==> src/rtl/ula_multiciclo.sv <==
// rtl/ula_multiciclo.sv - registered multi-cycle ALU with valid/ready handshake, iterative MULU/DIVU
module ula_multiciclo #(
    parameter int W = 32
) (
    input  logic         clk,
    input  logic         rst_n,
    input  logic [W-1:0] entrada_01,
    input  logic [W-1:0] entrada_02,
    input  logic [3:0]   ULA_control,
    input  logic         in_valid,
    output logic         in_ready,
    output logic [W-1:0] ULA_result,
    output logic [W-1:0] ULA_result_hi,
    output logic         Zero,
    output logic         Overflow,
    output logic         Div_zero,
    output logic         out_valid,
    input  logic         out_ready
);

    localparam int CW = $clog2(W) + 1;

    localparam logic [3:0] OP_AND  = 4'b0000;
    localparam logic [3:0] OP_OR   = 4'b0001;
    localparam logic [3:0] OP_ADD  = 4'b0010;
    localparam logic [3:0] OP_NOR  = 4'b0100;
    localparam logic [3:0] OP_SLTU = 4'b0101;
    localparam logic [3:0] OP_SUB  = 4'b0110;
    localparam logic [3:0] OP_SLT  = 4'b0111;
    localparam logic [3:0] OP_MULU = 4'b1000;
    localparam logic [3:0] OP_DIVU = 4'b1010;

    typedef enum logic [1:0] {S_IDLE, S_CALC, S_DONE} state_t;

    state_t        state, state_nx;
    logic [CW-1:0] cnt;
    logic          is_div_q;
    logic [W-1:0]  opnd_q;      // multiplicand (MULU) or divisor (DIVU)
    logic [W-1:0]  hi_q;        // product high word / partial remainder
    logic [W-1:0]  lo_q;        // multiplier being shifted out / dividend becoming quotient

    logic          accept, is_iter, last;
    logic [W-1:0]  sum, diff, res_s, hi_s;
    logic          ovf_s, dz_s;
    logic [W:0]    mul_sum, div_sh;
    logic          div_ge;
    logic [W-1:0]  iter_hi, iter_lo;

    assign accept   = in_valid && (state == S_IDLE);
    assign is_iter  = (ULA_control == OP_MULU) ||
                      ((ULA_control == OP_DIVU) && (entrada_02 != '0));
    assign last     = (cnt == CW'(W - 1));
    assign in_ready = (state == S_IDLE);
    assign out_valid = (state == S_DONE);

    always_comb begin
        res_s = '0;
        hi_s  = '0;
        ovf_s = 1'b0;
        dz_s  = 1'b0;
        sum   = entrada_01 + entrada_02;
        diff  = entrada_01 - entrada_02;
        case (ULA_control)
            OP_AND:  res_s = entrada_01 & entrada_02;
            OP_OR:   res_s = entrada_01 | entrada_02;
            OP_NOR:  res_s = ~(entrada_01 | entrada_02);
            OP_ADD: begin
                res_s = sum;
                ovf_s = (entrada_01[W-1] == entrada_02[W-1]) && (sum[W-1] != entrada_01[W-1]);
            end
            OP_SUB: begin
                res_s = diff;
                ovf_s = (entrada_01[W-1] != entrada_02[W-1]) && (diff[W-1] != entrada_01[W-1]);
            end
            OP_SLT:  res_s = {{(W-1){1'b0}}, ($signed(entrada_01) < $signed(entrada_02))};
            OP_SLTU: res_s = {{(W-1){1'b0}}, (entrada_01 < entrada_02)};
            OP_DIVU: begin
                // only reached here with a zero divisor; nonzero divisors iterate
                res_s = '1;
                hi_s  = entrada_01;
                dz_s  = 1'b1;
            end
            default: ;
        endcase
    end

    // One shift-add or one restoring-divide step per CALC cycle
    always_comb begin
        mul_sum = {1'b0, hi_q} + (lo_q[0] ? {1'b0, opnd_q} : '0);
        div_sh  = {hi_q, lo_q[W-1]};
        div_ge  = (div_sh >= {1'b0, opnd_q});
        if (is_div_q) begin
            iter_hi = div_ge ? (div_sh[W-1:0] - opnd_q) : div_sh[W-1:0];
            iter_lo = {lo_q[W-2:0], div_ge};
        end else begin
            iter_hi = mul_sum[W:1];
            iter_lo = {mul_sum[0], lo_q[W-1:1]};
        end
    end

    always_ff @(posedge clk or negedge rst_n) begin
        if (!rst_n) state <= S_IDLE;
        else        state <= state_nx;
    end

    always_comb begin
        state_nx = state;
        case (state)
            S_IDLE: if (accept) state_nx = is_iter ? S_CALC : S_DONE;
            S_CALC: if (last) state_nx = S_DONE;
            S_DONE: if (out_ready) state_nx = S_IDLE;
            default: state_nx = S_IDLE;
        endcase
    end

    always_ff @(posedge clk or negedge rst_n) begin
        if (!rst_n) begin
            cnt           <= '0;
            is_div_q      <= 1'b0;
            opnd_q        <= '0;
            hi_q          <= '0;
            lo_q          <= '0;
            ULA_result    <= '0;
            ULA_result_hi <= '0;
            Zero          <= 1'b0;
            Overflow      <= 1'b0;
            Div_zero      <= 1'b0;
        end else if (state == S_IDLE && accept) begin
            cnt      <= '0;
            is_div_q <= (ULA_control == OP_DIVU);
            opnd_q   <= (ULA_control == OP_DIVU) ? entrada_02 : entrada_01;
            lo_q     <= (ULA_control == OP_DIVU) ? entrada_01 : entrada_02;
            hi_q     <= '0;
            if (!is_iter) begin
                ULA_result    <= res_s;
                ULA_result_hi <= hi_s;
                Zero          <= (res_s == '0);
                Overflow      <= ovf_s;
                Div_zero      <= dz_s;
            end
        end else if (state == S_CALC) begin
            cnt  <= cnt + CW'(1);
            hi_q <= iter_hi;
            lo_q <= iter_lo;
            if (last) begin
                ULA_result    <= iter_lo;
                ULA_result_hi <= iter_hi;
                Zero          <= (iter_lo == '0);
                Overflow      <= 1'b0;
                Div_zero      <= 1'b0;
            end
        end
    end

endmodule

==> config.mk <==
export PLATFORM = sky130hd
export DESIGN_NAME = ula_multiciclo
export DESIGN_NICKNAME = d
export VERILOG_FILES = /design/src/rtl/ula_multiciclo.sv
export SDC_FILE = /design/constraint.sdc
export NUM_CORES = 1
export LEC_CHECK = 0
export CORE_AREA = 2 2 200 202
export DETAILED_ROUTE_END_ITERATION = 6
export DIE_AREA = 0 0 202 204
export SLEW_MARGIN = 10
export SYNTH_ARGS = -nofsm -noshare
export SYNTH_HDL_FRONTEND = slang
export SYNTH_SLANG_ARGS = --single-unit
==> constraint.sdc <==
create_clock -name clk -period 6.8 [get_ports clk]
set_input_delay 1.36 -clock clk [delete_from_list [all_inputs] [get_ports clk]]
set_output_delay 1.36 -clock clk [all_outputs]
set_load 0.02 [all_outputs]
======== After elaboration in Yosys (flattened, before gate mapping) ========
Cells that the tools add are included.
storage, ports and cells
  register bits after elaboration ......... 172
  bits of input ports ..................... 72
  logic and storage cells ................. 95
cells by class
  magnitude comparators ................... 3
  bitwise logic cells ..................... 3
  equality and inequality tests ........... 19
  reduce and logical (&&, ||, !) cells .... 15
  $add $sub $neg .......................... 5
  muxes and demuxes ....................... 39
operator list
  kind                   count
  $mux W32               19
  $pmux W32 S8           1
  $logic_not A32 Y1      2
  $lt A32 B32 Y1         2
  $sub A32 B32 Y32       2
  $add A32 B32 Y33       1
  $ge A33 B32 Y1         1
  $add A32 B32 Y32       1
  $and A32 B32 Y32       1
  $not A32 Y32           1
  $or A32 B32 Y32        1
  $reduce_bool A32 Y1    1
  $eq A4 B3 Y1 const B   4
  $mux W6                2
  $mux W1                11
  $eq A4 B4 Y1 const B   2
  $mux W2                4
  $add A6 B1 Y6 const B  1
  $eq A6 B5 Y1 const B   1
  $pmux W2 S3            1
  $reduce_and A3 Y1      2
  $logic_and A1 B1 Y1    5
  $eq A4 B1 Y1 const B   1
  $eq A4 B2 Y1 const B   1
  11 further kinds       16

======== Depth between registers and ports, before layout ========
  depth after elaboration ................. 7
  depth in mapped cells ................... 19
  mapped depth without buffers ............ 17

======== Worst setup path before layout ========
No wires, ideal clock.
  path kind ............................... input to register
  start ................................... input port entrada_01[0]
  end ..................................... register Zero
  data required time ...................... 6.735 ns
  path slack .............................. 1.104 ns
  stages .................................. 17
  buffers on the path ..................... 0
  arrival time ............................ 5.631 ns
  path through ............................ inv_1 -> ha_1 -> inv_1 -> fa_1 -> nor3b_1 -> nor3_1 -> o211ai_4 -> a21oi_2 -> mux2i_1 -> nand3_1 -> or4_1 -> or4_1 -> or4_1 -> or4_1 -> or4_1 -> nor4_2 -> a22o_1
between the ends
  cells in the longest elaborated chain, start to end .. 6
  elaborated cells between the ends (all ways) .. 11
ends and longest elaborated chain
  what                                                      line  text
  from (decl)                                               7     input logic [W-1:0] entrada_01,
  branches (longest 2 deep; another with $sub A32 B32 Y32)  --
  $pmux W32 S8 (*)                                          63    case (ULA_control)
  $logic_not A32 Y1 (*)                                     137   Zero <= (res_s == '0);
  $mux W1 (*)                                               134   if (!is_iter) begin
  $mux W1 (*)                                               128   end else if (state == S_IDLE && accept) begin
  to (signal assigned)                                      137
  to (signal assigned)                                      148   Zero <= (iter_lo == '0);
  to (decl)                                                 14    output logic Zero,
Every way passes the cells marked *. The select of a mux whose other input is x is not followed.
A chain may end at the register's enable or synchronous reset.

======== Final worst setup path ========
  start ................................... input port entrada_02[0]
  end ..................................... register Zero
between the ends
  cells in the longest elaborated chain, start to end .. 6
  elaborated cells between the ends (all ways) .. 16
ends and longest elaborated chain
  what                                                      line  text
  from (decl)                                               8     input logic [W-1:0] entrada_02,
  branches (longest 6 deep; another with $sub A32 B32 Y32)  --
Several ways; the timed one is not identified. The select of a mux whose other input is x is not followed.

==> reports/results.ini <==
[route]
ant_nets=0
drt-total-wl_um=69130
vias=18136
viasPerCell=6.137
wl_per_cell_um=23.39
firstDrtPassIters=6
drc=0
drt_iter0_markers=2060

[clocking]
ctsResizeCount=0
insertion_delay_ns=0.46
htreeDepth=4
post_cts_buffers=0
clk_pin_slew_ns=0.08
cts_tree=done
cts_buffers=17
clockBufferDepth=2
ctsHoldBuffers=0
cts-root-buf=clkbuf_16
clock_sinks=172

[place]
post_dp_cell_area_um2=19350
dpl_worst_slack_ns=0.1477
gp_congestion=0.9529
portBuffers=140
dp_hpwl_um=53480

[layout]
multiInputGateArea_um2=12020
postLayoutCellArea_um2=19950
area_growth_pct=14.56
seq_area_um2=4308
final_nets=2656
fillers=3883
finish.utilization_pct=50.91
drive_above_1_share_pct=5.311

[sta]
final.min_clock_period_ns=6.288
layout_setup_ws_ns=0.5120
hold_viol_final=0
tightest_slew_ns=1.162
setup_viol=0
finalCritPeriodShare_pct=92.47
relSlewSlack_pct=22.54
fmax_mhz=159.0
fin_worst_skew_ns=0.009559
tns_ns=0
slew_viol_final=0
rsz0062_at_grt=false

[yosys]
ys_types=84
yosysMostFrequentCell=nand2_1
synth_edf_count=0
syn_inst=2348
synthTopCellsByArea=dfrtp_1, ha_1, a21oi_1
avgSynthCellArea_um2=7.416
yosys_warnings=0
synth-seq-cells=172
async_reset_ff_share_pct=100.0
yosysTopAreaCell=dfrtp_1
synth_ff_type=dfrtp_1
synthTopCellsByCount=nand2_1, a21oi_1, o21ai_0
seq_area_frac_synth_pct=24.72
synth_fp_nets=2588
yosysTopAreaCellShare_pct=24.72
syn-cell-area_um2=17410

[floorplan]
die_area_um2=41210
die_h_um=204
io_pins=141
core_um2=39180
initial_utilization_pct=44.44
die_x_um=202
rows=73

[setup_path]
crit_required_ns=7.20
path_class=in -> reg
cp-end-kind=flop
startpoint_type=input port
cp_max_fo=5
arrival_ns=6.69

[pwr]
peakVddDrop_v=0.0002108
power_density_nw_per_um2=365.3
leakagePower_nw=8.858

[grt]
antenna_found_initial=3
grt-ovfl-total=0
grt_max_degree=109
grt_pass1_wl_um=105500
track_usage_pct=33.38
grt_pass1_vias=17168

[run_status]
status=complete, no violations

[job]
drv_cap=0

[hold_path]
min_path_type=reg -> reg

-- state kept, by name, summed over array words and instances, names as in the netlist --
signal,flops
ULA_result_hi,32
is_div_q,1
Overflow,1
lo_q,32
Div_zero,1
opnd_q,32
cnt,6
hi_q,32
Zero,1
state,2
ULA_result,32
-- cells in the final DEF, fill, tap and decap left out, types with 19 or more instances in the layout --
master and n:
nand2_1 288, a21oi_1 273, o21ai_0 202, nor2_1 196, dfrtp_1 171, ha_1 164
inv_1 151, clkdlybuf4s50_1 137, o211ai_1 65, xnor2_1 59, a21o_1 53, mux2i_1 51
buf_4 50, nand3_1 41, and2_1 39, o21ai_1 39, nor3_1 38, a31oi_1 31
nand4_1 25, o31ai_1 24, a211oi_1 20, nor4_1 19, o21bai_1 19, xor2_1 19
-- power by group --
part / total, mW / switching [mW] / leakage, nW / internal [mW]
Combinational: 4.48 / 2.75 / 6.37 / 1.73
Sequential: 1.77 / 0.341 / 2.20 / 1.43
Clock: 1.04 / 0.490 / 0.289 / 0.552
Total: 7.29 / 3.58 / 8.86 / 3.71
-- layer usage --
metal	routed length, µm	track usage (%)	up-vias
met5	10	0	-
met1	31890	48.57	8738
li1	-	-	8540
met2	29840	50.42	758
met4	2186	10.90	2
met3	5202	5.118	98
-- worst max-delay path: stages --
cell and delay [ns]:
clkdlybuf4s50_1 0.62, ha_1 0.31, inv_1 0.08, fa_1 0.38, nor2b_1 0.20, o2111ai_1 0.21, a31oi_1 0.29, o21ai_1 0.13
mux2i_1 0.17, nand3_1 0.12, or4_1 0.54, or4_1 0.46, or4_1 0.42, or4_1 0.54, or4_1 0.51, nor4_2 0.15
a22o_1 0.19
-- path summary, 6_finish.rpt --
check	cells past startpoint	startpoint	to	slack, ns
max	17	entrada_02[0]	Zero$_DFFE_PN0P_	0.51
min	2	ULA_result[21]$_DFFE_PN0P_	ULA_result[21]$_DFFE_PN0P_	0.48
max reg2reg	14	hi_q[0]$_DFFE_PN0P_	ULA_result_hi[5]$_DFFE_PN0P_	1.82
min reg2reg	2	ULA_result[21]$_DFFE_PN0P_	ULA_result[21]$_DFFE_PN0P_	0.48
max in group asynchronous	2	rst_n	lo_q[30]$_DFFE_PN0P_	4.55
min in group asynchronous	1	rst_n	ULA_result[12]$_DFFE_PN0P_	0.87
-- cell type report --
type | count | area share, %
timing repair buffer | 191 | 8.963
clock buffer | 18 | 2.151
clock inverter | 14 | 0.8091
antenna | 1 | 0.01254
inverter | 155 | 2.917
tap | 525 | 3.293
sequential | 172 | 21.60
multi-input combinational | 1879 | 60.26
-- logic make-up (layout without fill, tap and decap cells) --
family | after synthesis | count (layout) | synth area share (%)
flops | 172 | 172 | 24.72
compound gates | 846 | 846 | 29.98
xor+xnor | 78 | 78 | 3.923
other cells | 0 | 1 | 0
simple gates | 723 | 723 | 18.80
buf+inv | 297 | 378 | 6.567
mux | 64 | 64 | 3.772
fa+ha+maj | 168 | 168 | 12.24
-- stage by stage --
| step | std cells | power [mW] | hold WS [ns] |
|---|---|---|---|
| 2_1_floorplan | 2348 | 4.648 | 0.4574 |
| 3_3_place_gp | 2922 | 6.137 | 0.4585 |
| 3_5_place_dp | 2922 | 6.168 | 0.4697 |
| 4_1_cts | 2954 | 7.241 | 0.4847 |
| 5_1_grt | 2955 | 7.806 | 0.5072 |
| 6_report | 2955 | 7.288 | 0.4838 |
Note: power is estimated with default switching activity, not from simulation.
